===== src/rtl/game_ctrl_fsm.sv =====
// Game-state controller: START/PLAYING/PAUSE/RESET/GAMEOVER plus timed RESPAWN and LEVELUP,
// with life counting, level progression and rising-edge detection on the start/pause buttons.
module game_ctrl_fsm #(
  parameter int LIVES    = 3,
  parameter int LIVES_W  = 2,
  parameter int LEVELS   = 4,
  parameter int LEVEL_W  = 2,
  parameter int HOLD_CYC = 16,
  parameter int HOLD_W   = 5
) (
  input  logic               clk,
  input  logic               resetFSM,
  input  logic               startGame,
  input  logic               pauseGame,
  input  logic               reset,
  input  logic               dead,
  input  logic               levelDone,
  output logic [2:0]         dataout,
  output logic [LIVES_W-1:0] lives,
  output logic [LEVEL_W-1:0] level,
  output logic               win,
  output logic               running
);

  typedef enum logic [2:0] {
    ST_START    = 3'b000,
    ST_PLAYING  = 3'b001,
    ST_PAUSE    = 3'b010,
    ST_RESET    = 3'b011,
    ST_GAMEOVER = 3'b100,
    ST_RESPAWN  = 3'b101,
    ST_LEVELUP  = 3'b110
  } state_t;

  localparam logic [LIVES_W-1:0] LIVES_INIT = LIVES_W'(LIVES);
  localparam logic [LIVES_W-1:0] LIVES_ONE  = LIVES_W'(1);
  localparam logic [LEVEL_W-1:0] LEVEL_ONE  = LEVEL_W'(1);
  localparam logic [LEVEL_W-1:0] LEVEL_LAST = LEVEL_W'(LEVELS - 1);
  localparam logic [HOLD_W-1:0]  HOLD_LOAD  = HOLD_W'(HOLD_CYC - 1);
  localparam logic [HOLD_W-1:0]  HOLD_ONE   = HOLD_W'(1);

  state_t               state_r, state_n;
  logic [LIVES_W-1:0]   lives_r, lives_n;
  logic [LEVEL_W-1:0]   level_r, level_n;
  logic                 win_r, win_n;
  logic [HOLD_W-1:0]    hold_r, hold_n;
  logic                 running_r;
  logic                 start_q_r, pause_q_r;
  logic                 start_rise_s, pause_rise_s;

  assign start_rise_s = startGame & ~start_q_r;
  assign pause_rise_s = pauseGame & ~pause_q_r;

  // Next-state and next-counter logic; events outside their owning state are ignored.
  always_comb begin
    state_n = state_r;
    lives_n = lives_r;
    level_n = level_r;
    win_n   = win_r;
    hold_n  = hold_r;
    case (state_r)
      ST_RESET: begin
        state_n = ST_START;
        lives_n = LIVES_INIT;
        level_n = {LEVEL_W{1'b0}};
        win_n   = 1'b0;
        hold_n  = {HOLD_W{1'b0}};
      end
      ST_START: begin
        if (start_rise_s) state_n = ST_PLAYING;
        else              state_n = ST_START;
      end
      ST_PLAYING: begin
        if (reset) begin
          state_n = ST_RESET;
        end else if (pause_rise_s) begin
          state_n = ST_PAUSE;
        end else if (dead) begin
          // dead outranks a coincident levelDone, which is simply dropped
          lives_n = lives_r - LIVES_ONE;
          if (lives_r == LIVES_ONE) begin
            state_n = ST_GAMEOVER;
          end else begin
            state_n = ST_RESPAWN;
            hold_n  = HOLD_LOAD;
          end
        end else if (levelDone) begin
          if (level_r == LEVEL_LAST) begin
            state_n = ST_GAMEOVER;
            win_n   = 1'b1;
          end else begin
            state_n = ST_LEVELUP;
            level_n = level_r + LEVEL_ONE;
            hold_n  = HOLD_LOAD;
          end
        end else begin
          state_n = ST_PLAYING;
        end
      end
      ST_PAUSE: begin
        if (reset)             state_n = ST_RESET;
        else if (pause_rise_s) state_n = ST_PLAYING;
        else                   state_n = ST_PAUSE;
      end
      ST_RESPAWN, ST_LEVELUP: begin
        if (reset) begin
          state_n = ST_RESET;
        end else if (hold_r == {HOLD_W{1'b0}}) begin
          state_n = ST_PLAYING;
        end else begin
          state_n = state_r;
          hold_n  = hold_r - HOLD_ONE;
        end
      end
      ST_GAMEOVER: begin
        if (start_rise_s || reset) state_n = ST_RESET;
        else                       state_n = ST_GAMEOVER;
      end
      default: begin
        state_n = ST_RESET;
      end
    endcase
  end

  // State, counters, button history and registered outputs.
  always_ff @(posedge clk or posedge resetFSM) begin
    if (resetFSM) begin
      state_r   <= ST_RESET;
      lives_r   <= LIVES_INIT;
      level_r   <= {LEVEL_W{1'b0}};
      win_r     <= 1'b0;
      hold_r    <= {HOLD_W{1'b0}};
      running_r <= 1'b0;
      start_q_r <= 1'b0;
      pause_q_r <= 1'b0;
    end else begin
      state_r   <= state_n;
      lives_r   <= lives_n;
      level_r   <= level_n;
      win_r     <= win_n;
      hold_r    <= hold_n;
      running_r <= (state_n == ST_PLAYING);
      start_q_r <= startGame;
      pause_q_r <= pauseGame;
    end
  end

  assign dataout = state_r;
  assign lives   = lives_r;
  assign level   = level_r;
  assign win     = win_r;
  assign running = running_r;

endmodule


===== config.mk =====
export PLATFORM = sky130hd
export DESIGN_NAME = game_ctrl_fsm
export DESIGN_NICKNAME = d
export VERILOG_FILES = /design/src/rtl/game_ctrl_fsm.sv
export SDC_FILE = /design/constraint.sdc
export NUM_CORES = 1
export LEC_CHECK = 0
export ABC_AREA = 1
export CORE_UTILIZATION = 57
export DETAILED_ROUTE_END_ITERATION = 8
export PLACE_DENSITY = 0.84
export SYNTH_ARGS = -nofsm -noshare
export SYNTH_HDL_FRONTEND = slang
export SYNTH_SLANG_ARGS = --single-unit
export TNS_END_PERCENT = 5

===== constraint.sdc =====
create_clock -name clk -period 4.45 [get_ports clk]
set_clock_uncertainty 0.1 [all_clocks]
set_input_delay 0.445 -clock clk [delete_from_list [all_inputs] [get_ports clk]]
set_output_delay 0.445 -clock clk [all_outputs]
set_load 0.005 [all_outputs]

* Word level (Yosys, flattened, before mapping)
Cells that the tools add are included.
** Cells by class
- Add/sub/neg operators :: 3
- Equality and inequality tests :: 21
- Mux-type cells :: 38
- Bitwise gates (word level) :: 4
- Reduce and logical (&&, ||, !) cells :: 10
** Operator list (count)
- two-way mux 5 bit :: 8
- two-way mux 2 bit :: 11
- two-way mux 3 bit :: 7
- != test 2 bit, second input constant :: 9
- one-hot mux 3 bit (6 select lines) :: 1
- one-hot mux 5 bit (3 select lines) :: 1
- AND reduction 6 bit :: 2
- equality test 3 bit, second input constant :: 3
- != test 3 bit, second input constant :: 3
- one-hot mux 2 bit (2 select lines) :: 2
- AND reduction 8 bit :: 1
- two-way mux 1 bit :: 7
- equality test 3 x 1 -> 1 bit, second input constant :: 2
- equality test 3 x 2 -> 1 bit, second input constant :: 2
- zero test 5 bit :: 1
- subtractor 5 x 1 -> 5 bit, second input constant :: 1
- AND reduction 4 bit :: 1
- zero test 3 bit :: 1
- nonzero test 3 bit :: 1
- adder 2 x 1 -> 2 bit, second input constant :: 1
- AND 1 bit :: 2
- equality test 2 x 1 -> 1 bit, second input constant :: 1
- equality test 2 bit, second input constant :: 1
- NOT 1 bit :: 2
- 5 further kinds :: 5
** Storage, ports and cells
- Register bits after elaboration :: 16
- Input bits :: 7
- Output and inout bits :: 9
- Word-level logic and storage cells :: 84

* Logic depth before layout (Yosys ltp)
- Depth in word-level cells :: 8
- Depth in mapped cells :: 10

* Worst setup path after synthesis
OpenSTA, ideal clock, no wires.
- Kind :: register to register
- Start :: register lives_r[1], in the netlist lives[1]
- End :: register hold_r[2]
- Setup time :: 0.122 ns
- Arrival :: 1.367 ns
- Required time :: 4.228 ns
- Path slack :: 2.861 ns
- Cell stages (with the launch flop) :: 9
- Buffers on the path :: 0
- Cell sequence :: dfstp_2 > inv_1 > ha_1 > nand2_1 > nand2_1 > o21ai_0 > nand3_4 > nand2_1 > o21ai_1
** Between the ends
- Word-level cells in the longest chain between the ends :: 3
** RTL lines
- start: declaration :: line 43 : logic [LIVES_W-1:0] lives_r, lives_n;
- start signal: assignment :: line 138 : lives_r <= lives_n;
- equality test 2 x 1 -> 1 bit :: line 81 : if (lives_r == LIVES_ONE) begin
- != test 3 bit (no line)
- AND reduction 8 bit (no line)
- end signal: assignment :: line 132 : hold_r <= {HOLD_W{1'b0}};
- end signal: assignment :: line 141 : hold_r <= hold_n;
- end: declaration :: line 46 : logic [HOLD_W-1:0] hold_r, hold_n;
No other way between the ends.
A chain may end at the register's enable or synchronous reset.

* Worst setup path in the final report
- Start :: register state_r[1], in the netlist dataout[1]
- End :: output port dataout[1]
** RTL lines
- start: declaration :: line 42 : state_t state_r, state_n;
- start signal: assignment :: line 137 : state_r <= state_n;
- end: declaration :: line 18 : output logic [2:0] dataout,
No word-level cell between the ends.

==> reports/qor.json <==
{
  "run_status": "complete, no violations",
  "multi_input_comb_area_um2": 597,
  "ys_seq_elements": 16,
  "arrival_ns": 1.48,
  "cts_tree": "yes",
  "clk_latency_worst_skew_pair_ns": 0.29,
  "clock_sinks": 16,
  "post_dp_hpwl_mm": 1.71,
  "finalSetupTns_ns": 0,
  "drv_cap": 0,
  "grt_overflow": 0,
  "hold_path.class": "reg2reg",
  "post-synth-top-area-fraction": 0.273,
  "cts.htree.levels": 1,
  "max-slew-margin-rel": 0.587,
  "drive_above_1_share": 0.124,
  "synthesis.instances": 153,
  "timing.critical_path.from_type": "flop",
  "number_of_antenna_violations_at_the_first_check_in_global_routing": 0,
  "place_congestion": 0.849,
  "dieArea_um2": 2110,
  "slowest_delay_ns": 0.65,
  "slew_violations": 0,
  "clock.fmax_ghz": 0.495,
  "mappedNetlistNets": 164,
  "avgRoutedWirePerCell_um": 11.5,
  "floorplan.die.height_um": 45.9,
  "vias": 1031,
  "placementRows": 15,
  "worst-r2r-setup-slack_ns": 2.73,
  "final_nets": 183,
  "worst_setup_path_endpoint": "dataout[1]",
  "path_delay_family": "flip-flops",
  "grt_first_pass_wirelength_mm": 3.82,
  "top_level_ports": 16,
  "cellLeakagePower_nw": 0.648,
  "synth.avg_cell_area_um2": 7.19,
  "ys_top_cells_by_count": "sky130_fd_sc_hd__nand2_1 (37), sky130_fd_sc_hd__nor2_1 (21), sky130_fd_sc_hd__inv_1 (20)",
  "total_power_density_per_cell_area_nw_per_um2": 637,
  "number_of_logic_stages_on_the_critical_path_including_buffering": 1,
  "drt_antenna_net_count": 0,
  "setup.worst_path.end_class": "output port",
  "fraction_of_synthesis_flops_using_an_asynchronous_set_or_reset_pin": 1.00,
  "yosysWarningCount": 0,
  "area_growth_syn_to_layout_pct": 17.5,
  "fp.coreArea_um2": 1760,
  "period_needed_ns": 2.02,
  "number_of_setup_buffers_added_after_cts": 0,
  "timing.final.hold_violations": 0,
  "post-route-drc-count": 0,
  "timing.critical_path.cells": "clkdlybuf4s50_1",
  "grt_max_degree": 17,
  "post_drt_via_cell_ratio": 5.29,
  "initial_cell_density_of_the_core": 0.623,
  "regToRegEndpoint": "running",
  "clk_root_buffer_cell": "sky130_fd_sc_hd__clkbuf_4",
  "synth_area_leader": "sky130_fd_sc_hd__dfrtp_1",
  "num_antenna_cells": 0,
  "worstMarginPinSlew_ns": 0.618,
  "synthMostInstantiatedCell": "sky130_fd_sc_hd__nand2_1",
  "io_buffer_count": 15,
  "grt_usage": 0.257,
  "die_w_um": 45.9,
  "post-route-util": 0.733,
  "worst_ep_required_time_ns": 3.90,
  "sequential_cell_area_um2": 405,
  "drt_iter0_drc": 31,
  "grt_pass1_vias": 941,
  "path_clk_slew_ns": 0.09,
  "cts_max_path_buffers": 2,
  "timing.critical_path.from": "dataout[1]",
  "setup-violations-final": 0,
  "worstRegToRegCells": 7,
  "critPathKind": "reg2out",
  "num-fill-cells": 141,
  "highest_ir_drop_seen_on_vdd_mv": 0.392,
  "synthTopCellsByArea": "sky130_fd_sc_hd__dfrtp_1 (27%), sky130_fd_sc_hd__nand2_1 (13%), sky130_fd_sc_hd__dfstp_2 (9.6%)",
  "synth.distinct_cells": 25,
  "seq_area_frac_synth": 0.369,
  "netlist_area_um2": 1100,
  "period_utilisation_layout": 0.454,
  "holdBufCountCts": 0,
  "firstDrtPassIters": 5,
  "cp_slowest_cell": "sky130_fd_sc_hd__dfstp_2",
  "regToRegStartpoint": "dataout[1]",
  "cp_max_fo": 7,
  "wl_mm": 2.24,
  "count_of_flip_flops_with_a_built_in_enable_after_synthesis": 0,
  "cp.buffers_inverters": 1,
  "cts_buffers": 3,
  "ys_dominant_reg_cell": "sky130_fd_sc_hd__dfrtp_1",
  "ctsResizeCount": 0,
  "rsz_0062_raised_after_global_routing": "false"
}
## cell families (layout without fill, tap and decap cells)
kind of cell    after synthesis  count (layout)  synth area share
xor+xnor                      2               2            0.0159
fa+ha+maj                     4               4            0.0455
buf+inv                      24              41            0.0887
simple gates                 85              85             0.375
flops                        16              16             0.369
compound gates               22              22             0.106
## metrics by stage
| stage | power [mW] | hold WS (ns) | instance area [µm²] | instances | setup WS [ns] |
|---|---|---|---|---|---|
| 2_1_floorplan | 0.606 | 0.256 | 1100 | 153 | 2.86 |
| 3_3_place_gp | 0.728 | 0.371 | 1270 | 192 | 2.48 |
| 3_5_place_dp | 0.744 | 0.379 | 1270 | 192 | 2.44 |
| 4_1_cts | 0.823 | 0.393 | 1290 | 195 | 2.44 |
| 5_1_grt | 0.906 | 0.430 | 1290 | 195 | 2.40 |
| 6_report | 0.823 | 0.392 | 1290 | 195 | 2.43 |
## worst reg2reg max path: cells and delay by family, from the launching register on
kind          cells  cell delay [ns]
buf+inv           1             0.08
simple gates      6             0.78
flops             1             0.65
## layout make-up
cell class                 count  share of cell area
tap                           25              0.0242
sequential                    16               0.314
timing repair buffer          15               0.116
clock buffer                   3              0.0174
inverter                      23              0.0668
multi-input combinational    113               0.462
## per-layer routing
layer	track usage	vias to the layer above	share of wire
met3	0.0397	5	0.046
met1	0.325	465	0.44
met4	0.124	0	0.018
met2	0.423	34	0.49
met5	0	-	0
li1	-	527	-
## worst min path at each step
stage	cells past startpoint	slack, ns	from	end
2_1_floorplan	1	0.26	resetFSM	dataout[2]
3_3_place_gp	2	0.37	hold_r[1]	hold_r[1]
3_5_place_dp	2	0.38	lives[1]	lives[1]
4_1_cts	2	0.39	lives[1]	lives[1]
5_1_grt	2	0.43	lives[1]	lives[1]
6_report	2	0.39	lives[1]	lives[1]
## layout by cell type (no fill, tap or decap)
cell type / instances
sky130_fd_sc_hd__a21oi_1: 6
sky130_fd_sc_hd__xor2_1: 1
sky130_fd_sc_hd__clkdlybuf4s50_1: 15
sky130_fd_sc_hd__xnor2_1: 1
sky130_fd_sc_hd__nor2_4: 1
sky130_fd_sc_hd__o21ai_0: 9
sky130_fd_sc_hd__inv_2: 3
sky130_fd_sc_hd__nand2_2: 3
sky130_fd_sc_hd__a31oi_1: 1
sky130_fd_sc_hd__nand2_4: 2
sky130_fd_sc_hd__clkbuf_4: 3
sky130_fd_sc_hd__nand3_4: 2
sky130_fd_sc_hd__nand3_2: 1
sky130_fd_sc_hd__ha_1: 4
sky130_fd_sc_hd__dfrtp_1: 12
sky130_fd_sc_hd__nand4_1: 2
sky130_fd_sc_hd__nand2_1: 37
sky130_fd_sc_hd__nand3_1: 12
sky130_fd_sc_hd__a21oi_2: 1
sky130_fd_sc_hd__o22ai_1: 1
sky130_fd_sc_hd__nor3_2: 1
sky130_fd_sc_hd__inv_1: 20
sky130_fd_sc_hd__nor2_1: 21
sky130_fd_sc_hd__nor3_1: 3
sky130_fd_sc_hd__o21ai_1: 4
sky130_fd_sc_hd__dfstp_2: 4
## sequential cells by signal, summed over array words and instances, names as in the netlist
| register | flops |
|---|---|
| hold_r | 5 |
| dataout | 3 |
| level | 2 |
| lives | 2 |
| pause_q_r | 1 |
| running | 1 |
| start_q_r | 1 |
| win | 1 |
## power breakdown
| part | switching [mW] | internal, mW |
|---|---|---|
| Clock | 0.0462 | 0.0316 |
| Sequential | 0.0587 | 0.207 |
| Combinational | 0.285 | 0.195 |
| Total | 0.390 | 0.434 |
Power figures use the tool's default switching activity.
